$ cat src/rtl/mult_ctrl_pkg.sv
// Shared constants and types for the shift-add multiplier control unit.
package mult_ctrl_pkg;

   localparam int unsigned ITERS   = 4;
   localparam int unsigned CNT_W   = $clog2(ITERS);
   localparam int unsigned STATE_W = 3;

   // Legal state codes; 5-7 are unused and recover to IDLE.
   typedef enum logic [STATE_W-1:0] {
      IDLE  = 3'd0,
      INIT  = 3'd1,
      ADD   = 3'd2,
      SHIFT = 3'd3,
      DONE  = 3'd4
   } state_t;

   // Datapath control bundle driven by the decoder.
   typedef struct packed {
      logic s0;
      logic s1;
      logic s2;
      logic sig_rst;
      logic ld1;
      logic ld2;
   } ctrl_t;

endpackage

$ cat src/rtl/mult_ctrl_decode.sv
// Moore output decoder: maps the current state code to datapath controls.
module mult_ctrl_decode
   import mult_ctrl_pkg::*;
(
   input  logic [STATE_W-1:0] ps,
   output logic               s0,
   output logic               s1,
   output logic               s2,
   output logic               sig_rst,
   output logic               ld1,
   output logic               ld2
);

   ctrl_t ctrl;

   // Decode state to controls; unlisted and illegal codes drive all zeros.
   always_comb begin
      ctrl = '0;
      case (ps)
         INIT: begin
            ctrl.sig_rst = 1'b1;
            ctrl.ld1     = 1'b1;
         end
         ADD: begin
            ctrl.s1  = 1'b1;
            ctrl.ld2 = 1'b1;
         end
         SHIFT: begin
            ctrl.s2  = 1'b1;
            ctrl.ld1 = 1'b1;
         end
         DONE: begin
            ctrl.s0 = 1'b1;
         end
         default: ctrl = '0;
      endcase
   end

   assign s0      = ctrl.s0;
   assign s1      = ctrl.s1;
   assign s2      = ctrl.s2;
   assign sig_rst = ctrl.sig_rst;
   assign ld1     = ctrl.ld1;
   assign ld2     = ctrl.ld2;

endmodule

$ cat src/rtl/mult_ctrl_fsm.sv
// Control FSM for the 4x4 shift-add multiplier: state register, iteration
// counter and output decoder.
module mult_ctrl_fsm
   import mult_ctrl_pkg::*;
(
   input  logic               clk,
   input  logic               rst,
   input  logic               start,
   output logic               s0,
   output logic               s1,
   output logic               s2,
   output logic               sig_rst,
   output logic               ld1,
   output logic               ld2,
   output logic [STATE_W-1:0] ps
);

   logic [STATE_W-1:0] state;
   logic [CNT_W-1:0]   cnt;

   // State and iteration counter; start is only looked at in IDLE and DONE.
   always_ff @(posedge clk) begin
      if (!rst) begin
         state <= IDLE;
         cnt   <= '0;
      end else begin
         case (state)
            IDLE: begin
               if (start) state <= INIT;
            end
            INIT: begin
               state <= ADD;
               cnt   <= '0;
            end
            ADD: begin
               state <= SHIFT;
            end
            SHIFT: begin
               if (cnt == CNT_W'(ITERS - 1)) begin
                  state <= DONE;
               end else begin
                  state <= ADD;
                  cnt   <= cnt + CNT_W'(1);
               end
            end
            DONE: begin
               if (!start) state <= IDLE;
            end
            default: state <= IDLE;
         endcase
      end
   end

   assign ps = state;

   mult_ctrl_decode u_decode (
      .ps      (state),
      .s0      (s0),
      .s1      (s1),
      .s2      (s2),
      .sig_rst (sig_rst),
      .ld1     (ld1),
      .ld2     (ld2)
   );

endmodule

$ cat config.mk
export PLATFORM = sky130hd
export DESIGN_NAME = mult_ctrl_fsm
export DESIGN_NICKNAME = d
export VERILOG_FILES = /design/src/rtl/mult_ctrl_pkg.sv /design/src/rtl/mult_ctrl_decode.sv /design/src/rtl/mult_ctrl_fsm.sv
export SDC_FILE = /design/constraint.sdc
export NUM_CORES = 1
export LEC_CHECK = 0
export CORE_AREA = 2 2 39 41
export CTS_CLUSTER_SIZE = 25
export DETAILED_ROUTE_END_ITERATION = 10
export DIE_AREA = 0 0 41 43
export HOLD_SLACK_MARGIN = 0.1
export SYNTH_ARGS = -nofsm -noshare
export SYNTH_HDL_FRONTEND = slang
export SYNTH_SLANG_ARGS = --single-unit
$ cat constraint.sdc
create_clock -name clk -period 1 [get_ports clk]
set_input_delay 0.2 -clock clk [delete_from_list [all_inputs] [get_ports clk]]
set_output_delay 0.2 -clock clk [all_outputs]
set_load 0.02 [all_outputs]
=== After elaboration in Yosys (flattened, before gate mapping) ===
Cells that the tools add are included.

* Bits in registers: 5
* Input bits: 3
* Output and inout port bits: 9
* Word-level logic and storage cells: 27

* Add/subtract/negate cells: 1
* Eq/ne operators: 8
* Mux-type cells: 11
* Reductions and logical operators: 5

{| class="wikitable"
|+ Operators by type and width
! operator !! number
|-
| $pmux 3 s5 || 1
|-
| $mux 3 || 3
|-
| $eq 3x2->1 const B || 2
|-
| $ne 2x2->1 const B || 3
|-
| $mux 1 || 5
|-
| $pmux 2 s2 || 1
|-
| $reduce_and 2->1 || 2
|-
| $eq 3x1->1 const B || 1
|-
| $eq 3x3->1 const B || 1
|-
| $logic_not 3->1 || 1
|-
| $add 2x1->2 const B || 1
|-
| $eq 2x2->1 const B || 1
|-
| $mux 2 || 1
|-
| $reduce_bool 2->1 || 1
|-
| $reduce_or 2->1 || 1
|}

=== Longest topological paths before layout ===
Gate-level depths: netlist of the first run.

* Depth in word-level cells: 3
* Depth in mapped cells: 4
* Depth with buffers taken out: 4

=== Hierarchy ===
A second synthesis of the first run with hierarchy kept.

* Cell total of the unflattened synthesis: 31
* Area total of the unflattened synthesis: 274.0 µm²

{| class="wikitable"
|+ By module, submodules not included
! module !! instances !! cells each !! area an instance (µm²) !! sequential area each (µm²)
|-
| mult_ctrl_fsm || 1 || 25 || 225.2 || 100.1
|-
| mult_ctrl_decode || 1 || 6 || 48.8 || 0.0
|}

=== Worst setup path before layout of the first run ===
OpenSTA, ideal clock, no wires.

* Path kind: reg2out
* From: register state[1], in the netlist ps[1]
* To: output port s1
* Arrival time: 1.413 ns
* Data required time: 0.800 ns
* Path slack: -0.613 ns
* Cell stages (with the launch flop): 3
* Path buffers: 1
* Cells stage by stage: dfxtp_1 > nor3b_1 > buf_4

* Word-level cells in the longest chain between the ends: 2

{| class="wikitable"
|+ Ends and longest elaborated chain
! item !! line !! RTL
|-
| start, declared || mult_ctrl_fsm.sv:18 || <nowiki>logic [STATE_W-1:0] state;</nowiki>
|-
| start signal, assigned || mult_ctrl_fsm.sv:24 || <nowiki>state <= IDLE;</nowiki>
|-
| start signal, assigned || mult_ctrl_fsm.sv:29 || <nowiki>if (start) state <= INIT;</nowiki>
|-
| start signal, assigned || mult_ctrl_fsm.sv:32 || <nowiki>state <= ADD;</nowiki>
|-
| $eq 3x2->1 || - ||
|-
| $mux 1 || - ||
|-
| end, declared || mult_ctrl_fsm.sv:10 || <nowiki>output logic s1,</nowiki>
|}

Every way passes these cells.

=== Final worst setup path of the first run ===
* From: register state[2], in the netlist ps[2]
* To: output port s0

* Word-level cells in the longest chain between the ends: 2

{| class="wikitable"
|+ Ends and longest elaborated chain
! item !! line !! RTL
|-
| $eq 3x3->1 || mult_ctrl_decode.sv:19 || <nowiki>case (ps)</nowiki>
|-
| $mux 1 || mult_ctrl_decode.sv:19 ||
|-
| end, declared || mult_ctrl_fsm.sv:9 || <nowiki>output logic s0,</nowiki>
|}

Every way passes these cells.

==> flow_summary_export.csv, run 1 <==
group,metric,value,unit
outcome,status,"finished, violations left",
outcome,violations,"negative setup slack",
global_route,use_met3,3.14,%
cts,htree_levels,1,
yosys,synthFlopType,"dfxtp_1",
global_route,antenna_found_initial,0,
yosys,yosysTopAreaCellShare,40.6,%
layout,drive_gt1_share,71.7,%
global_route,grt_usage,9.76,%
yosys,synthCells,29,
drt,drc,0,
drt,drtAntennaViolNets,0,
setup_path,critical_path_class,"reg2out",
yosys,synth_area_per_cell,8.50,µm²
flow_run,drv_cap,0,
cts,cts_tree,"done",
power_and_ir_drop,vdd_drop_max,558,µV
power_and_ir_drop,pwr-share-comb,28.3,%
yosys,ys_seq_elements,5,
timing,finalSetupViolations,10,
floorplan,fp.coreArea,0.00138,mm²
cts,cts_buffers,3,
yosys,synthMuxAreaShare,0,%
layout,multiInputGateArea,190,µm²
power_and_ir_drop,power_frac_clock,36.3,%
setup_path,end_kind,"output pin",
setup_path,cp.arrival,1.02,ns
power_and_ir_drop,seqPwrFrac,35.4,%
cts,clkSinkCount,5,
global_route,grt_pass1_wl,1100,µm
floorplan,initial_core_util,17.8,%
yosys,syn_area,246,µm²
timing,tightest_slew,0.247,ns
hold_path,hold_class,"reg2reg",
global_route,grt_util_met1,11.3,%
yosys,syn_nets,33,
timing,worst_slack,-0.225,ns
place,routabilityCongestion,0.723,
place,hpwl,509,µm
yosys,synthSimpleGateAreaFrac,32.0,%
timing,max_freq,0.817,GHz
hold_path,hold_depth,2,
cts,cts-root-buf,"clkbuf_4",
global_route,grt-ovfl-total,0,
power_and_ir_drop,p_sw_share,27.0,%
layout,ff_latch_area,114,µm²
drt,drt_iter0_drc,0,
setup_path,r2r_cells,3,
timing,finalCritPeriodShare,122,%
drt,num_vias,288,
yosys,synth-edff-count,0,
yosys,yosysUniqueCellTypes,18,
yosys,synth_xor_area_share,0,%
drt,dr.pass1.iters,1,
drt,wl_per_cell,9.54,µm
layout,fillCellCount,138,
timing,clock-skew-final,0.00167,ns
place,placed_cell_area,478,µm²
yosys,async_flop_share,0,%
floorplan,die_w,41,µm
timing,drv_slew,0,
yosys,synth_top_cell_by_area,"dfxtp_1",
layout,antennaDiodeCount,0,
floorplan,die_y,43,µm
timing,slew_headroom,83.6,%
yosys,synth_compound_area_share,16.2,%
floorplan,dieArea,0.00176,mm²
yosys,synthTopCellsByCount,"dfxtp_1 (5), nor2_1 (4), a21oi_1 (3)",
yosys,synthTopCellsByArea,"dfxtp_1 (41%), a21oi_1 (6.1%), a2111oi_2 (6.1%)",
drt,vias_per_cell,4.17,
drt,wl,658,µm
yosys,synth_fa_ha_area_share,5.08,%
yosys,synth_warnings,0,
global_route,grt_most_used_layer,"met2",
setup_path,crit_required,0.80,ns
layout,syn2layout_area_growth,124,%
power_and_ir_drop,power_density,1120,mW/mm²
floorplan,io_pins,12,
cts,clkTransAtPathRegs,0.04,ns
place,place_ws,-0.455,ns
power_and_ir_drop,p_leak,0.229,nW
global_route,use_met2,13.8,%
cts,clock_latency,0.23,ns
timing,fin_crit,1.22,ns
layout,nets,58,
power_and_ir_drop,total_power,0.622,mW
power_and_ir_drop,p_switching,0.168,mW
cts,cts.path.max_buffers,2,
global_route,grt_pass1_vias,279,
timing,finalHoldViolations,0,
cts,hold_buffers,0,
yosys,synth_top_family_by_area,"simple AND/OR/NAND/NOR gates",
yosys,synth.most_common_cell,"dfxtp_1",
timing,rsz0062_at_grt,"yes",
place,portBuffers,11,
floorplan,row_count,14,
power_and_ir_drop,intPower,0.454,mW
layout,final_area,553,µm²
global_route,grt_max_degree,7,
setup_path,cp_max_fo,5,
setup_path,cp-start-kind,"flop",
yosys,ys_seq_area_share,40.6,%
## registers in the layout, summed over array words and instances, names as in the netlist
signal	flops
ps	3
cnt	2
## per-layer routing
metal | routed length [µm] | vias to the layer above | part of all wire [%]
met5 | 0 | - | 0
li1 | - | 152 | -
met4 | 0 | 0 | 0
met2 | 346 | 7 | 53
met1 | 282 | 129 | 43
met3 | 28 | 0 | 4.3
## path summary, 6_finish.rpt
path              slack, ns     to   start
hold / removal         0.57  ps[1]   ps[2]
setup / recovery      -0.22     s0   ps[2]
hold reg to reg        0.57  ps[1]   ps[2]
setup reg to reg      -0.06  ps[1]  cnt[0]
## logic make-up (layout without fill, tap and decap cells)
kind of cell | count (synthesis) | after routing
buffers and inverters | 3 | 27
flip-flops | 5 | 5
AO/OA/AOI/OAI | 6 | 6
AND/OR/NAND/NOR | 14 | 14
adder cells (fa/ha/maj) | 1 | 1
## through the flow
step                      setup TNS [ns]  utilization (%)  cells  hold WS (ns)
after floorplan                   -0.136                -     29         0.351
after global placement             -3.33             34.5     64         0.470
after detailed placement           -3.44             34.5     64         0.477
after CTS                          -1.46             36.8     68         0.493
after global routing               -1.82             40.0     69         0.597
final                              -1.31             40.0     69         0.570
## final cells by class
cell class	count	area share [%]
Clock buffer	4	4.75
Tap cell	16	3.62
Sequential cell	5	20.6
Timing Repair Buffer	21	34.4
Multi-Input combinational cell	21	34.4
Inverter	2	2.26
## placed cells by master, fill, tap and decap left out, drive strengths merged
cell and n:
nand4b 1, a2111oi 1, nand2b 1, nand3 2, nor4 1, nor3b 1
and2 3, nor2 4, clkdlybuf4s50 2, dfxtp 5, a21oi 3, buf 19
inv 2, nand2 1, o21ai 2, ha 1, clkbuf 4
## power by group through the flow
stage / sequential, mW / clock, mW / combinational (mW)
after floorplan: 0.232 / 0 / 0.0665
after global placement: 0.222 / 0 / 0.160
after detailed placement: 0.222 / 0 / 0.162
after CTS: 0.219 / 0.238 / 0.168
after global routing: 0.221 / 0.262 / 0.190
final: 0.220 / 0.225 / 0.176
## timing repair
item	4_1_cts	5_1_grt
gates resized for setup	53	8
pin swaps	3	3
setup buffers	1	2
endpoints found under the setup margin	11	13
## worst max-delay path, cell delays in order (launching register included)
cell	delay [ns]
dfxtp_4	0.35
buf_4	0.15
and2_2	0.17
buf_6	0.12
(Power assumes the default switching activity.)
==> run 2, diff against run 1 <==
--- a/config.mk
+++ b/config.mk
@@ -9,6 +9,7 @@
 export CTS_CLUSTER_SIZE = 25
 export DETAILED_ROUTE_END_ITERATION = 10
 export DIE_AREA = 0 0 41 43
+export DONT_BUFFER_PORTS = 1
 export HOLD_SLACK_MARGIN = 0.1
 export SYNTH_ARGS = -nofsm -noshare
 export SYNTH_HDL_FRONTEND = slang
==> run 2 against run 1 <==
Compared with the run above: the run still ends with negative setup slack left; cell area shrank 7.9%; combinational power decreased by 7%; clock power increased by 7%; clock skew grew 0.0072 ns; first-iteration DRC count is the same; core utilization is 3.2 points lower; wire length increased by 15%; maximum frequency grew 2.2%; largest power group unchanged; largest cell class unchanged; worst setup slack better by 0.027 ns; via count is 2.4% lower; global-route usage grew 0.78 points.
==> flow_summary_export.csv, run 2 (synthesized netlist as in run 1, its figures left out) <==
group,metric,value,unit
layout,ff_latch_area,114,µm²
cts,cts-root-buf,"clkbuf_4",
global_route,grt-ovfl-total,0,
place,portBuffers,0,
drt,drt_iter0_drc,0,
place,routabilityCongestion,0.692,
setup_path,critical_path_class,"reg2out",
drt,dr.pass1.iters,1,
cts,cts_tree,"done",
global_route,antenna_found_initial,0,
global_route,grt_usage,10.5,%
layout,drive_gt1_share,72.9,%
layout,multiInputGateArea,190,µm²
cts,clock_latency,0.25,ns
power_and_ir_drop,power_density,1220,mW/mm²
power_and_ir_drop,vdd_drop_max,378,µV
timing,hold_slack,0.116,ns
floorplan,row_count,14,
layout,fillCellCount,148,
power_and_ir_drop,p_leak,0.205,nW
drt,wl_per_cell,11.8,µm
setup_path,cp.arrival,1.00,ns
layout,syn2layout_area_growth,107,%
power_and_ir_drop,total_power,0.623,mW
timing,drv_slew,0,
timing,tightest_slew,0.221,ns
timing,finalCritPeriodShare,120,%
hold_path,hp-start,"start",
global_route,grt_pass1_wl,1210,µm
cts,clkSinkCount,5,
setup_path,end_kind,"output pin",
floorplan,io_pins,12,
flow_run,drv_cap,0,
setup_path,rrSetupSlack,-0.08,ns
setup_path,crit_required,0.80,ns
timing,slew_headroom,85.1,%
cts,htree_levels,1,
floorplan,fp.coreArea,0.00138,mm²
outcome,status,"finished, violations left",
floorplan,dieArea,0.00176,mm²
timing,rsz0062_at_grt,"yes",
layout,antennaDiodeCount,0,
timing,finalSetupViolations,11,
timing,finalHoldViolations,0,
drt,vias_per_cell,4.39,
floorplan,die_w,41,µm
setup_path,r2r_cells,5,
layout,nets,53,
setup_path,cp_max_fo,3,
layout,final_common_cell,"buf_4",
cts,cts_buffers,3,
cts,cts.path.max_buffers,2,
cts,clkTransAtPathRegs,0.05,ns
hold_path,hold_depth,2,
floorplan,die_y,43,µm
hold_path,hold_class,"in2reg",
timing,worst_slack,-0.198,ns
layout,largest_register_ff_count,3,
floorplan,initial_core_util,17.8,%
drt,wl,754,µm
setup_path,r2r_end,"cnt[0]",
layout,final_cell_mix,"buf_4 (9), buf_6 (6)",
hold_path,hold_path_end,"ps[0]",
timing,fin_crit,1.20,ns
drt,num_vias,281,
setup_path,cp-start-kind,"flop",
drt,drc,0,
drt,drtAntennaViolNets,0,
timing,max_freq,0.835,GHz
setup_path,r2r_start,"ps[2]",
global_route,grt_pass1_vias,306,
place,hpwl,466,µm
outcome,violations,"negative setup slack",
timing,clock-skew-final,0.00885,ns
global_route,grt_max_degree,9,
layout,final_area,509,µm²
place,placed_cell_area,375,µm²
-- run 2: cell count changes in the layout (fill, tap and decap cells not counted), sizes merged --
cell | previous run | this run
buf | 19 | 15
clkdlybuf4s50 | 2 | 0
clkinv | 0 | 2
clkbuf | 4 | 3
dlygate4sd3 | 0 | 1
inv | 2 | 1
-- run 2: layer usage --
layer / global-route usage (%) / vias to the layer above / routed length, µm
met4: 8.00 / 0 / 0
met2: 17.2 / 7 / 409
met1: 10.3 / 134 / 309
met3: 3.14 / 0 / 36
li1: - / 140 / -
met5: 0 / - / 0
-- run 2: where the power goes --
group	total, mW	switching, mW	internal, mW
clock	0.240	0.0949	0.145
combinational	0.163	0.0790	0.0843
sequential	0.220	0.0144	0.205
total	0.623	0.188	0.435
-- run 2: layout make-up --
class | instances | area share [%]
inverter | 2 | 2.46
timing repair buffer | 16 | 28.5
multi-input combinational | 21 | 37.3
clock inverter | 1 | 0.983
tap | 16 | 3.93
clock buffer | 3 | 4.42
sequential | 5 | 22.4
-- run 2: worst max-delay path: stages, from the launching register on --
cell,delay (ns)
dfxtp_4,0.36
nand2b_4,0.15
clkinv_4,0.06
and2_4,0.17
-- run 2: worst max-delay path by stage --
stage,from,to,slack [ns],depth (start not counted)
after CTS,ps[2],sig_rst,-0.21,3
after detailed placement,cnt[1],ps[1],-0.04,3
after global routing,ps[1],s1,-0.24,2
after floorplan,ps[1],s1,-0.1,2
after global placement,cnt[0],ps[1],-0.009,3
final,ps[2],s2,-0.20,3
-- run 2: through the flow --
stage                     util [%]  cells  setup WS (ns)  setup TNS (ns)
after floorplan                  -     29        -0.0991          -0.136
after global placement        27.1     54       -0.00935        -0.00935
after detailed placement      27.1     54        -0.0360         -0.0360
after CTS                     34.2     62         -0.211           -1.25
after global routing          36.8     64         -0.235           -1.85
final                         36.8     64         -0.198           -1.39
-- run 2: repair_timing --
action	4_1_cts	5_1_grt
hold endpoints to repair	1	0
gates resized for setup	9	7
setup buffers	3	2
pin swaps	1	5
setup endpoints to repair	11	12
hold buffers	1	0
